$ cat src/rtl/np_mem_arbiter_pkg.sv
// ---------------------------------------------------------------------------
// np_mem_pkg
// Shared definitions for the np unified-memory arbiter: default bus widths,
// requester port ids and the host-lock state encoding.
// ---------------------------------------------------------------------------
package np_mem_pkg;

    localparam int WIDTH_DEF    = 32;
    localparam int ADDRSIZE_DEF = 12;

    // Requester port ids; the id also sets the fixed-priority order (lowest first)
    localparam int PORT_HOST  = 0;
    localparam int PORT_DATA  = 1;
    localparam int PORT_INSTR = 2;

    typedef enum logic {
        UNLOCKED = 1'b0,
        LOCKED   = 1'b1
    } lock_state_e;

endpackage

$ cat src/rtl/np_mem_arbiter_if.sv
// ---------------------------------------------------------------------------
// np_mem_arbiter_if
// Requester-side bus of the memory arbiter. All per-port fields are
// flattened vectors: port p uses bit p of req/we/gnt/rvalid,
// addr[p*ADDRSIZE +: ADDRSIZE] and wdata[p*WIDTH +: WIDTH].
//   master : requesters (drive req/we/addr/wdata, receive gnt/rvalid/rdata)
//   slave  : arbiter    (the reverse)
// rdata is shared by all ports and qualified by the one-hot rvalid.
// ---------------------------------------------------------------------------
interface np_mem_arbiter_if
    import np_mem_pkg::*;
#(
    parameter int NPORTS   = 3,
    parameter int WIDTH    = WIDTH_DEF,
    parameter int ADDRSIZE = ADDRSIZE_DEF
);

    logic [NPORTS-1:0]          req;
    logic [NPORTS-1:0]          we;
    logic [NPORTS*ADDRSIZE-1:0] addr;
    logic [NPORTS*WIDTH-1:0]    wdata;
    logic [NPORTS-1:0]          gnt;
    logic [NPORTS-1:0]          rvalid;
    logic [WIDTH-1:0]           rdata;

    modport master (output req, we, addr, wdata, input gnt, rvalid, rdata);
    modport slave  (input req, we, addr, wdata, output gnt, rvalid, rdata);

endinterface

$ cat src/rtl/np_mem_arbiter_pick.sv
// ---------------------------------------------------------------------------
// np_arb_pick
// Combinational masked priority picker. If any eligible port is urgent, only
// urgent ports compete; otherwise all eligible ports do. The search starts at
// index `start` and wraps, so start=0 gives plain fixed priority.
//   eligible : ports allowed to win this cycle
//   urgent   : starved ports (only meaningful where eligible)
//   start    : first index to examine
//   gnt      : one-hot winner, or all zero when nothing is eligible
// ---------------------------------------------------------------------------
module np_arb_pick #(
    parameter int N  = 3,
    parameter int IW = 2
) (
    input  logic [N-1:0]  eligible,
    input  logic [N-1:0]  urgent,
    input  logic [IW-1:0] start,
    output logic [N-1:0]  gnt
);

    logic [N-1:0]  cand;
    logic [IW-1:0] idx;
    logic          found;

    always_comb begin
        gnt   = '0;
        found = 1'b0;
        idx   = '0;
        cand  = (|(urgent & eligible)) ? (urgent & eligible) : eligible;
        for (int i = 0; i < N; i++) begin
            idx = IW'((int'(start) + i) % N);
            if (!found && cand[idx]) begin
                gnt[idx] = 1'b1;
                found    = 1'b1;
            end
        end
    end

endmodule

$ cat src/rtl/np_mem_arbiter.sv
// ---------------------------------------------------------------------------
// np_mem_arbiter
// Shares one single-port synchronous SRAM between the np host loader
// (port 0), the CPU data port (port 1) and the CPU instruction fetch (port 2).
// One access per cycle; the command to the SRAM is driven combinationally from
// the winner and read data returns one cycle later on the shared rdata bus.
//
// Ports:
//   clk, reset         clock, synchronous active-high reset
//   bus (slave)        requester bus: req/we/addr/wdata in, gnt/rvalid/rdata out
//   host_lock          host asks for exclusive ownership
//   lock_ack           lock FSM is LOCKED (only port 0 may be granted)
//   mem_en/mem_we      SRAM enable / write enable
//   mem_addr/mem_wdata SRAM address / write data
//   mem_rdata          SRAM read data, valid the cycle after a read command
//
// Build option: NP_ARB_RR_EN selects round-robin base order (pointer = last
// granted port); undefined gives fixed priority 0 > 1 > 2 with no pointer.
// Starved ports (wait counter at MAX_WAIT) beat non-starved ones in both.
// ---------------------------------------------------------------------------
module np_mem_arbiter
    import np_mem_pkg::*;
#(
    parameter int WIDTH    = WIDTH_DEF,
    parameter int ADDRSIZE = ADDRSIZE_DEF,
    parameter int NPORTS   = 3,
    parameter int MAX_WAIT = 15
) (
    input  logic                clk,
    input  logic                reset,
    np_mem_arbiter_if.slave     bus,
    input  logic                host_lock,
    output logic                lock_ack,
    output logic                mem_en,
    output logic                mem_we,
    output logic [ADDRSIZE-1:0] mem_addr,
    output logic [WIDTH-1:0]    mem_wdata,
    input  logic [WIDTH-1:0]    mem_rdata
);

    localparam int CW = $clog2(MAX_WAIT + 1);
    localparam int PW = (NPORTS > 1) ? $clog2(NPORTS) : 1;
    localparam logic [CW-1:0] WAIT_MAX = CW'(MAX_WAIT);

    lock_state_e       lock_q, lock_d;
    logic [CW-1:0]     cnt_q [NPORTS];
    logic [CW-1:0]     cnt_d [NPORTS];
    logic              rd_vld_q, rd_vld_d;
    logic [PW-1:0]     rd_id_q, rd_id_d;

    logic [NPORTS-1:0] eligible;
    logic [NPORTS-1:0] urgent;
    logic [NPORTS-1:0] gnt;
    logic [PW-1:0]     start_idx;
    logic [PW-1:0]     win_id;
    logic              win_any;

    // Eligibility: nothing during reset, only the host while locked.
    always_comb begin
        eligible = bus.req;
        if (reset)
            eligible = '0;
        else if (lock_q == LOCKED)
            eligible = bus.req & (NPORTS'(1) << PORT_HOST);
        urgent = '0;
        for (int p = 0; p < NPORTS; p++)
            urgent[p] = eligible[p] && (cnt_q[p] == WAIT_MAX);
    end

`ifdef NP_ARB_RR_EN
    logic [PW-1:0] ptr_q, ptr_d;

    always_comb begin
        ptr_d     = win_any ? win_id : ptr_q;
        start_idx = (ptr_q == PW'(NPORTS - 1)) ? '0 : ptr_q + 1'b1;
    end

    always_ff @(posedge clk) begin
        if (reset) ptr_q <= '0;
        else       ptr_q <= ptr_d;
    end
`else
    assign start_idx = '0;
`endif

    np_arb_pick #(
        .N  (NPORTS),
        .IW (PW)
    ) u_pick (
        .eligible (eligible),
        .urgent   (urgent),
        .start    (start_idx),
        .gnt      (gnt)
    );

    // Winner decode and SRAM command; address/data are forced to 0 when idle.
    always_comb begin
        win_id  = '0;
        win_any = |gnt;
        for (int p = 0; p < NPORTS; p++)
            if (gnt[p]) win_id = PW'(p);
        mem_en    = win_any;
        mem_we    = win_any && bus.we[win_id];
        mem_addr  = win_any ? bus.addr[win_id*ADDRSIZE +: ADDRSIZE] : '0;
        mem_wdata = win_any ? bus.wdata[win_id*WIDTH +: WIDTH] : '0;
        bus.gnt   = gnt;
    end

    // Lock FSM next state; a grant already issued on the transition edge
    // completes normally because the read return is tracked separately.
    always_comb begin
        lock_d = lock_q;
        case (lock_q)
            UNLOCKED: if (host_lock)  lock_d = LOCKED;
            LOCKED:   if (!host_lock) lock_d = UNLOCKED;
            default:  lock_d = UNLOCKED;
        endcase
    end

    assign lock_ack = (lock_q == LOCKED);

    // Wait counters: clear on grant or withdrawn request, count only while
    // eligible, hold while locked out.
    always_comb begin
        for (int p = 0; p < NPORTS; p++) begin
            cnt_d[p] = cnt_q[p];
            if (!bus.req[p] || gnt[p])
                cnt_d[p] = '0;
            else if (eligible[p] && (cnt_q[p] != WAIT_MAX))
                cnt_d[p] = cnt_q[p] + 1'b1;
        end
    end

    // Read return tracking
    always_comb begin
        rd_vld_d   = win_any && !mem_we;
        rd_id_d    = win_id;
        bus.rvalid = '0;
        for (int p = 0; p < NPORTS; p++)
            bus.rvalid[p] = rd_vld_q && (rd_id_q == PW'(p));
        bus.rdata = rd_vld_q ? mem_rdata : '0;
    end

    always_ff @(posedge clk) begin
        if (reset) begin
            lock_q   <= UNLOCKED;
            rd_vld_q <= 1'b0;
            rd_id_q  <= '0;
            for (int p = 0; p < NPORTS; p++)
                cnt_q[p] <= '0;
        end else begin
            lock_q   <= lock_d;
            rd_vld_q <= rd_vld_d;
            rd_id_q  <= rd_id_d;
            for (int p = 0; p < NPORTS; p++)
                cnt_q[p] <= cnt_d[p];
        end
    end

endmodule

$ cat src/flat_wrapper.sv
// flat-port wrapper written by rule: the top's interface ports become plain ports
module np_mem_arbiter_flat import np_mem_pkg::*;
#(
    parameter int WIDTH    = WIDTH_DEF,
    parameter int ADDRSIZE = ADDRSIZE_DEF,
    parameter int NPORTS   = 3,
    parameter int MAX_WAIT = 15
)
  (clk, reset, host_lock, lock_ack, mem_en, mem_we, mem_addr, mem_wdata, mem_rdata, bus_req, bus_we, bus_addr, bus_wdata, bus_gnt, bus_rvalid, bus_rdata);
  np_mem_arbiter_if #(.NPORTS(NPORTS), .WIDTH(WIDTH), .ADDRSIZE(ADDRSIZE)) bus_i ();
  input  logic clk;
  input  logic reset;
  input  logic host_lock;
  output logic lock_ack;
  output logic mem_en;
  output logic mem_we;
  output logic [ADDRSIZE-1:0] mem_addr;
  output logic [WIDTH-1:0] mem_wdata;
  input  logic [WIDTH-1:0] mem_rdata;
  input wire logic [$bits(bus_i.req)-1:0] bus_req;
  input wire logic [$bits(bus_i.we)-1:0] bus_we;
  input wire logic [$bits(bus_i.addr)-1:0] bus_addr;
  input wire logic [$bits(bus_i.wdata)-1:0] bus_wdata;
  output wire logic [$bits(bus_i.gnt)-1:0] bus_gnt;
  output wire logic [$bits(bus_i.rvalid)-1:0] bus_rvalid;
  output wire logic [$bits(bus_i.rdata)-1:0] bus_rdata;
  assign bus_i.req = bus_req;
  assign bus_i.we = bus_we;
  assign bus_i.addr = bus_addr;
  assign bus_i.wdata = bus_wdata;
  assign bus_gnt = bus_i.gnt;
  assign bus_rvalid = bus_i.rvalid;
  assign bus_rdata = bus_i.rdata;
  np_mem_arbiter #(.WIDTH(WIDTH), .ADDRSIZE(ADDRSIZE), .NPORTS(NPORTS), .MAX_WAIT(MAX_WAIT)) u_core (.clk(clk), .reset(reset), .bus(bus_i), .host_lock(host_lock), .lock_ack(lock_ack), .mem_en(mem_en), .mem_we(mem_we), .mem_addr(mem_addr), .mem_wdata(mem_wdata), .mem_rdata(mem_rdata));
endmodule
$ cat config.mk
export PLATFORM = sky130hd
export DESIGN_NAME = np_mem_arbiter_flat
export DESIGN_NICKNAME = d
export VERILOG_FILES = /design/src/rtl/np_mem_arbiter_pkg.sv /design/src/rtl/np_mem_arbiter_if.sv /design/src/rtl/np_mem_arbiter_pick.sv /design/src/rtl/np_mem_arbiter.sv /design/src/flat_wrapper.sv
export SDC_FILE = /design/constraint.sdc
export NUM_CORES = 1
export LEC_CHECK = 0
export CORE_AREA = 2 2 100 102
export DETAILED_ROUTE_END_ITERATION = 8
export DIE_AREA = 0 0 102 104
export PLACE_DENSITY = 0.7
export SYNTH_ARGS = -nofsm -noshare
export SYNTH_HDL_FRONTEND = slang
export SYNTH_HIERARCHICAL = 1
export SYNTH_SLANG_ARGS = --single-unit
export TNS_END_PERCENT = 50
$ cat constraint.sdc
create_clock -name clk -period 11 [get_ports clk]
set_clock_uncertainty 0.2 [all_clocks]
set_input_delay 2.75 -clock clk [delete_from_list [all_inputs] [get_ports clk]]
set_output_delay 2.75 -clock clk [all_outputs]
set_load 0.01 [all_outputs]
# Word level (Yosys, flattened, before mapping)
# Memories as Yosys holds them, arrays and structs flattened.
# Cells that the tools add are included.
# classes
div,0
addsub,3
shift,2
n_reduce_logical,25
muxes,28
n_lt_le_gt_ge,1
n_bitwise,4
multipliers,1
n_eq_ne,8
# ops
operator,count
variable part select 96 x 8 -> 32 bit,1
two-way mux 32 bit,2
two-way mux 4 bit,9
variable part select 36 x 7 -> 12 bit,1
logical AND 1 bit,13
adder 4 x 1 -> 4 bit (second input constant),3
equality test 4 bit (second input constant),3
two-way mux 12 bit,1
two-way mux 3 bit,4
inequality test 4 bit (second input constant),3
two-way mux 1 bit,9
zero test 1 bit,6
OR reduction 3 bit,2
multiplier 2 x 2 -> 4 bit (second input constant),1
two-way mux 2 bit,2
AND 3 bit,1
logical OR 1 bit,3
< comparator 2 x 3 -> 1 bit (second input constant),1
OR 1 bit,3
binary-select mux 1 bit (select 2 bit),1
equality test 2 x 1 -> 1 bit (second input constant),1
equality test 2 bit (second input constant),1
zero test 2 bit,1
# word_totals
latchBits,0
mem_count,1
ramBits,12
out_inout_bits,85
wordCells,76
romBits,0
register_bits,4
# mem_list
name,words,width,rd,rd_ports_with_merged_regs,wr,line,rtl
u_core.cnt_q,3,4,3,0,3,np_mem_arbiter.sv:46,logic [CW-1:0] cnt_q [NPORTS];

# Depth between registers and ports, before layout
# Gate-level depths: netlist (run 1).
# logic_depth
ltp_word,20
ltp_mapped,15
depth_no_buf,12

# Hierarchy
# Netlist (run 1), hierarchy kept.
# by_module_without_submodules
mod,area_each_um2,cells_each,seq_area_each_um2,n_inst
np_mem_arbiter,1805.5,280,320.3,1
np_arb_pick,309.0,43,0.0,1

# Worst setup path before layout (run 1)
# No wires, ideal clock.
# synth_path
path_kind,input-to-output
startpoint,input port reset
endpoint,output port mem_wdata[10]
required_ns,8.050
path_stages,14
n_path_buf,4
arrival_ns,5.642
slack_ns,2.408
path_cell_list,buf_6 -> or3b_1 -> buf_2 -> nor2_1 -> a22oi_1 -> o21ai_0 -> mux2i_1 -> nor3_1 -> a21oi_1 -> o22ai_1 -> clkbuf_1 -> clkbuf_1 -> a22oi_1 -> o21ai_0
# synth_via
word_cells_on_any_way,21
classes_between,shift (1); mux (10); bitwise (1); reduce/logical (9)
# synth_rtl
element,line,rtl
"start, declared",flat_wrapper.sv:12,input logic reset;
two-way mux 3 bit *,np_mem_arbiter.sv:61,if (reset)
logical AND 1 bit *,np_mem_arbiter.sv:67,urgent[p] = eligible[p] && (cnt_q[p] == WAIT_MAX);
net u_core.urgent[1],np_mem_arbiter.sv:52,logic [NPORTS-1:0] urgent;
AND 3 bit *,np_mem_arbiter_pick.sv:29,cand = (|(urgent & eligible)) ? (urgent & eligible) : eligible;
OR reduction 3 bit,np_mem_arbiter_pick.sv:29,
two-way mux 3 bit *,np_mem_arbiter_pick.sv:29,
two-way mux 1 bit,np_mem_arbiter_pick.sv:32,if (!found && cand[idx]) begin
zero test 1 bit,np_mem_arbiter_pick.sv:32,
logical AND 1 bit *,np_mem_arbiter_pick.sv:32,
two-way mux 2 bit *,np_mem_arbiter_pick.sv:32,
two-way mux 3 bit *,np_mem_arbiter_pick.sv:32,
net bus_gnt[1],flat_wrapper.sv:24,output wire logic [$bits(bus_i.gnt)-1:0] bus_gnt;
two-way mux 1 bit,np_mem_arbiter.sv:101,if (gnt[p]) win_id = PW'(p);
two-way mux 2 bit,np_mem_arbiter.sv:101,
variable part select 96 x 8 -> 32 bit,np_mem_arbiter.sv:105,mem_wdata = win_any ? bus.wdata[win_id*WIDTH +: WIDTH] : '0;
two-way mux 32 bit *,np_mem_arbiter.sv:105,
"end, declared",flat_wrapper.sv:18,output logic [WIDTH-1:0] mem_wdata;
# Mark *: on every way through the listed nets, which the timed path passes. The rest lies on a longest branch.

# Worst setup path in the final report (run 1)
# layout_path
startpoint,input port reset
endpoint,output port mem_we
# layout_via
elab_chain_len,16
word_cells_on_any_way,22
classes_between,mux (11); bitwise (1); reduce/logical (10)
# layout_lines
element,line,rtl
two-way mux 3 bit *,np_mem_arbiter.sv:61,
logical AND 1 bit *,np_mem_arbiter.sv:67,
net u_core.urgent[2],np_mem_arbiter.sv:52,
AND 3 bit *,np_mem_arbiter_pick.sv:29,
OR reduction 3 bit,np_mem_arbiter_pick.sv:29,
two-way mux 3 bit *,np_mem_arbiter_pick.sv:29,
two-way mux 1 bit,np_mem_arbiter_pick.sv:32,
zero test 1 bit,np_mem_arbiter_pick.sv:32,
logical AND 1 bit,np_mem_arbiter_pick.sv:32,
two-way mux 1 bit,np_mem_arbiter_pick.sv:32,
zero test 1 bit,np_mem_arbiter_pick.sv:32,
logical AND 1 bit,np_mem_arbiter_pick.sv:32,
two-way mux 3 bit *,np_mem_arbiter_pick.sv:32,
two-way mux 2 bit,np_mem_arbiter.sv:101,
binary-select mux 1 bit (select 2 bit),np_mem_arbiter.sv:103,mem_we = win_any && bus.we[win_id];
two-way mux 1 bit (not written as such),np_mem_arbiter.sv:103,
logical AND 1 bit *,np_mem_arbiter.sv:103,
"end, declared",flat_wrapper.sv:16,output logic mem_we;
# Mark *: on every way through the listed nets, which the timed path passes. The rest lies on a longest branch. The select of a mux whose other input is x is not followed.

==> impl_results.md, run 1 <==
- Yosys top cell by area: a22oi_1
- Hold path depth: 2
- Hold_buf cts: 0
- Worst R2R Path Depth: 13
- Post-DP HPWL: 8690 um
- Fill count: 906
- Routed length per instance: 15.0 um
- H-tree depth: 1
- VDD IR max: 0.0309 mV
- ANT cells: 0
- Die Y: 104 um
- Worst slew margin: 31.5%
- Post-synthesis cell count: 323
- First-pass GRT wire length: 15300 um
- CTS tree: built
- Final critical-path required period: 9.71 ns
- Drt pass-1 iters: 7
- Setup-failing EPs final: 0
- Final Util: 50.8%
- Total Wirelength: 10500 um
- Die area: 0.0106 mm^2
- Largest cells by area after synthesis: a22oi_1 (16%), dfxtp_1 (15%), o21ai_0 (12%)
- Gr ovfl total: 0
- Worst-path clk slew: 0.06 ns
- Max Cap Viol: 0
- Max incr delay on CP: 0.56 ns
- HP Start: u_core/cnt_q[0][5]
- Initial antenna violation count: 0
- Post-synth ARST share: 0%
- Hold/Removal Path Class: flop to flop
- CP max-delay cell: clkdlybuf4s50_1
- Vias/cell: 4.82
- I/O Pins: 258
- Max Slew Vio Count: 0
- Number of global-route vias before repair: 3159
- Max Clock Freq: 103 MHz
- Post-layout nets: 744
- DR iter-0 viols: 155
- Core box area: 0.00955 mm^2
- Post-synthesis mux area share: 1.95%
- Power Dens Cells: 62.8 mW/mm^2
- RSZ-0062 raised after global routing: false
- Worst Setup Start Kind: primary input
- Most used DFF post-synth: dfxtp_1
- Placed Area: 0.00480 mm^2
- Mapped cell area: 0.00211 mm^2
- Die width: 102 um
- Worst Path Required: 8.05 ns
- ANT nets after route: 0
- Post-route cell area: 0.00485 mm^2
- Via count: 3357
- Number of synthesized register bits: 16
- Register area share after synthesis: 15.1%
- Post-Synth Simple-Gate Area: 32.0%
- Synth top area share: 16.3%
- Maximum clock insertion buffer count: 2
- Ys Warns: 6
- Row cnt: 36
- Synth Area in Compound Gates: 38.3%
- Crit share post-route: 88.3%
- RR Endpoint: u_core/cnt_q[0][11]
- P&R area growth vs syn: 130%
- Root buffer cell: clkbuf_8
- Postcts setup bufs: 0
- GRT Total Usage: 17.8%
- R2R setup slack: 7.32 ns
- Gpl congestion: 0.890
- Critical Path End Type: primary output
- Worst slew pin tran: 1.02 ns
- Largest net degree at the start of global routing: 95
- IO Port Bufs: 257
- FF-to-FF Start: u_core/cnt_q[0][0]
- Most frequent cells in the layout: clkdlybuf4s50_1 (257), o21ai_0 (51), nand2_1 (49), a22oi_1 (46), and2_1 (33)
- Initial Util: 22.1%
- Maximum fanout along the worst path: 49
- Lkg Pwr: 1.69 nW
- Commonest non-fill, non-tap cell in the layout: clkdlybuf4s50_1
- Hold Path Sink: u_core/cnt_q[0][5]
- Final hold vios: 0
- Cts bufs inserted: 3
- Post-Synth XOR/XNOR Area: 0.414%
- Synth Area in Adders: 4.14%
- Synth cell types: 46
- Critical path data arrival time: 6.76 ns
- Ratio of cells with drive above 1 in the final layout: 3.20%
- Largest family of logic cells by synthesized area: compound AO/OA/AOI/OAI gates
- Critical path type: primary input to primary output
- Post-cts resize count: 0
- Remaining DRCs: 0
- Clk Latency, worst-skew pair: 0.24 ns
- Setup TNS: 0 ns
- Status: completed
- Worst-path cell chain: clkdlybuf4s50_1 > or3b_1 > nor2_1 > a22oi_1 > o21ai_0 > mux2i_1 > nor3_1 > a21oi_1 > o22ai_4 > buf_4 > mux2_2 > mux2i_1 > nor2_1 > clkdlybuf4s50_1
- Avg Cell Area, Syn: 6.55 um^2
- Sink Count: 16
- Post-synth EDFFs: 0
[metrics by stage]
stage / worst slack, ns / std cells / total power, mW / hold WS (ns)
2_1_floorplan: 2.41 / 328 / 0.128 / 0.271
3_3_place_gp: 1.31 / 692 / 0.253 / 0.292
3_5_place_dp: 1.27 / 692 / 0.254 / 0.296
4_1_cts: 1.25 / 696 / 0.306 / 0.306
5_1_grt: 0.956 / 696 / 0.323 / 0.343
6_report: 1.29 / 696 / 0.305 / 0.305
[area by class of cell]
| class | instances | area [um^2] | share of cell area, % |
|---|---|---|---|
| clock buffers | 4 | 55.1 | 1.13 |
| repair buffers | 259 | 2590 | 53.3 |
| flip-flops and latches | 16 | 320 | 6.60 |
| multi-input cells | 272 | 1680 | 34.6 |
| well taps | 133 | 166 | 3.43 |
| inverters | 12 | 45.0 | 0.928 |
[worst max path at each step]
stage / startpoint / end / cells after the start
2_1_floorplan: reset / mem_wdata[10] / 14
3_3_place_gp: reset / mem_we / 14
3_5_place_dp: reset / mem_we / 14
4_1_cts: reset / mem_we / 14
5_1_grt: reset / mem_we / 14
6_report: reset / mem_we / 14
[critical path, delay by kind of cell]
family	cells	cell delay (ns)
buf+inv	3	1.52
compound gates	4	0.65
simple gates	4	1.10
mux	3	0.72
[report_power, final]
| part | internal [mW] | total (mW) | switching [mW] |
|---|---|---|---|
| clock network | 0.0317 | 0.0509 | 0.0192 |
| logic | 0.118 | 0.192 | 0.0736 |
| registers | 0.0594 | 0.0621 | 0.00276 |
| total | 0.209 | 0.305 | 0.0955 |
[flip-flops by register name, indices dropped and copies added (netlist names)]
signal	cells
u_core/cnt_q	12
u_core/rd_id_q	2
u_core/lock_ack	1
u_core/rd_vld_q	1
[synth_stat cells (all sizes together) (3+ instances only)]
cell / count
a21oi: 9
a22oi: 47
and2: 33
and2b: 3
buf: 3
clkbuf: 25
dfxtp: 16
ha: 7
inv: 12
mux2i: 3
nand2: 49
nand3: 10
nor2: 11
nor3: 7
nor3b: 5
o21ai: 53
or3: 3
[kinds of logic (layout without fill, tap and decap cells)]
logic type      after synthesis  after routing
buf+inv                      40            275
other cells                   1              6
flops                        16             16
simple gates                131            131
mux                           4              4
compound gates              123            123
fa+ha+maj                     7              7
xor+xnor                      1              1
[layer usage]
metal	global-route usage [%]	wire length, um	vias to the layer above
li1	-	-	1649
met1	19.2	3810	1477
met2	34.3	5330	211
met3	4.10	1110	20
met4	4.00	212	0
met5	0	0	-
(Power assumes the default switching activity.)
==> inputs of run 2 (changes only) <==
- ABC_AREA: default -> 1
- CORE_AREA: 2 2 100 102 -> default
- CORE_ASPECT_RATIO: default -> 1.1
- CORE_MARGIN: default -> 8
- CORE_UTILIZATION: default -> 33
- DIE_AREA: 0 0 102 104 -> default
- PLACE_DENSITY: 0.7 -> 0.88
==> impl_results.md, run 2 <==
- Status: completed
- Mapped cell area: 0.00269 mm^2
- Row cnt: 34
- Register area share after synthesis: 11.9%
- Max Clock Freq: 104 MHz
- Sink Count: 16
- Final hold vios: 0
- Crit share post-route: 87.1%
- Clk Latency, worst-skew pair: 0.25 ns
- Die width: 102 um
- First-pass GRT wire length: 20600 um
- Remaining DRCs: 0
- Synth cell types: 30
- Largest regs: u_core/cnt_q x12, u_core/rd_id_q x2
- Maximum clock insertion buffer count: 2
- Critical path data arrival time: 6.63 ns
- Most used DFF post-synth: dfxtp_1
- Initial Util: 33.9%
- Max Cap Viol: 0
- Critical path type: primary input to primary output
- CP max-delay cell: nand3_2
- CTS tree: built
- Vias/cell: 4.87
- Lkg Pwr: 2.23 nW
- Worst Path Required: 8.05 ns
- Post-cts resize count: 0
- Top cell by count, worst path: nand2_1
- Post-DP HPWL: 11400 um
- Core box area: 0.00791 mm^2
- Post-layout nets: 867
- DR iter-0 viols: 173
- Clock power share: 12.2%
- Layout Cells excl Fill: 794
- Placed Area: 0.00525 mm^2
- Die area: 0.0113 mm^2
- Top cells by count, synth: nand2_1 (161), inv_1 (58), o21ai_2 (29)
- Final critical-path required period: 9.58 ns
- Psw: 163 uW
- Power Dens Cells: 79.7 mW/mm^2
- Synth top area share: 22.5%
- Drt pass-1 iters: 4
- Worst-path clk slew: 0.06 ns
- Max FFs per register: 12
- Post-synthesis cell count: 445
- Worst-path cell chain: clkdlybuf4s50_1 > inv_1 > nand2_1 > inv_1 > nand2_2 > nand4_1 > nand2_1 > nand3_2 > nand2_4 > nor2_4 > nand2_1 > nand3_1 > inv_4 > nand3_2 > buf_4 > o21ai_2 > a31oi_2 > clkdlybuf4s50_1
- Hold_buf cts: 0
- GRT Total Usage: 22.8%
- I/O Pins: 258
- Setup-failing EPs final: 0
- Max incr delay on CP: 0.81 ns
- Largest net degree at the start of global routing: 92
- Placed insts: 790
- Worst slew margin: 21.6%
- Most frequent cells in the layout: clkdlybuf4s50_1 (257), nand2_1 (161), inv_1 (58), o21ai_2 (29), a31oi_2 (28)
- Internal power: 259 uW
- IO Port Bufs: 257
- Worst Setup Start Kind: primary input
- Switching part of the total: 38.7%
- Commonest non-fill, non-tap cell in the layout: clkdlybuf4s50_1
- H-tree depth: 1
- Number of synthesized register bits: 16
- Post-synth ARST share: 0%
- Maximum fanout along the worst path: 43
- RSZ-0062 raised after global routing: false
- Yosys top cell by area: nand2_1
- Setup TNS: 0 ns
- Gpl congestion: 0.881
- Max Slew Vio Count: 0
- Sequential share of power: 15.2%
- Postcts setup bufs: 0
- ANT nets after route: 0
- VDD IR max: 0.0699 mV
- Final Util: 67.0%
- Count leader, synth: nand2_1
- Root buffer cell: clkbuf_8
- Post-route cell area: 0.00530 mm^2
- Gr ovfl total: 0
- Ys Warns: 6
- Cts bufs inserted: 3
- Logic pwr share: 72.6%
- P&R area growth vs syn: 97.4%
- Ratio of cells with drive above 1 in the final layout: 12.2%
- Total Wirelength: 13500 um
- Post-synth EDFFs: 0
- Largest cells by area after synthesis: nand2_1 (23%), a31oi_2 (13%), dfxtp_1 (12%)
- Routed length per instance: 17.0 um
- Via count: 3868
- ANT cells: 0
- Critical Path End Type: primary output
- Die Y: 111 um
- Hold/Removal Path Class: flop to flop
- Initial antenna violation count: 0
- Worst slew pin tran: 1.18 ns
- Top reg by flops: u_core/cnt_q
- Number of global-route vias before repair: 3743
- Avg Cell Area, Syn: 6.03 um^2
- R2R setup slack: 7.63 ns
-- run 2: cell types whose count changed after synthesis, moves of 11 or more --
cell	delta
a22oi_1	-46
a31oi_1	+15
a31oi_2	+28
and2_1	-33
clkbuf_1	-14
inv_1	+47
nand2_1	+112
nand3_1	+14
nor2_1	+11
o21ai_0	-33
o21ai_2	+28
-- run 2: power by group through the flow --
stage / clock, mW / combinational, mW / sequential (mW)
after floorplan: 0 / 0.156 / 0.0618
after global placement: 0 / 0.301 / 0.0649
after detailed placement: 0 / 0.307 / 0.0652
after CTS: 0.0533 / 0.308 / 0.0639
after global routing: 0.0557 / 0.329 / 0.0645
final: 0.0516 / 0.307 / 0.0640
-- run 2: cells by family after synthesis --
group / Yosys count / synth area share, %
and+or+nand+nor: 230 / 36.9
DFF: 16 / 11.9
xor gates and xnor gates: 2 / 0.652
buffers and inverters: 90 / 16.1
adders and majority gates: 7 / 3.26
other: 1 / 0.140
AOI/OAI and AO/OA: 99 / 31.1
-- run 2: area by class of cell --
class / count / area [um^2]
Inverter: 61 / 231
Multi-Input combinational cell: 344 / 1960
Tap cell: 108 / 135
Clock buffer: 4 / 55.1
Timing Repair Buffer: 261 / 2600
Fill cell: 685 / 2610
Sequential cell: 16 / 320
-- run 2: final timing paths --
kind / startpoint / endpoint / cells past startpoint
max: reset / mem_wdata[28] / 18
min: u_core/cnt_q[0][1] / u_core/cnt_q[0][1] / 2
min reg2reg: u_core/cnt_q[0][1] / u_core/cnt_q[0][1] / 2
max reg2reg: u_core/cnt_q[0][4] / u_core/rd_vld_q / 14
-- run 2: stage by stage --
step / hold slack [ns] / power (mW) / setup slack, ns
6_report: 0.285 / 0.422 / 1.42
5_1_grt: 0.302 / 0.449 / 1.09
4_1_cts: 0.286 / 0.425 / 1.39
3_5_place_dp: 0.278 / 0.372 / 1.40
3_3_place_gp: 0.263 / 0.366 / 1.50
2_1_floorplan: 0.253 / 0.218 / 3.38
-- run 2: per-layer routing --
metal	track usage [%]	routed length (um)	up-vias
met5	0	0	-
met4	9.12	522	0
met3	6.78	1310	32
met2	41.2	6820	167
met1	23.3	4820	1746
li1	-	-	1923
-- run 2: worst max-delay path, delay by kind of cell --
kind	cells	cell delay, ns
and+or+nand+nor	10	1.78
AOI/OAI and AO/OA	2	0.12
buffers and inverters	6	1.97
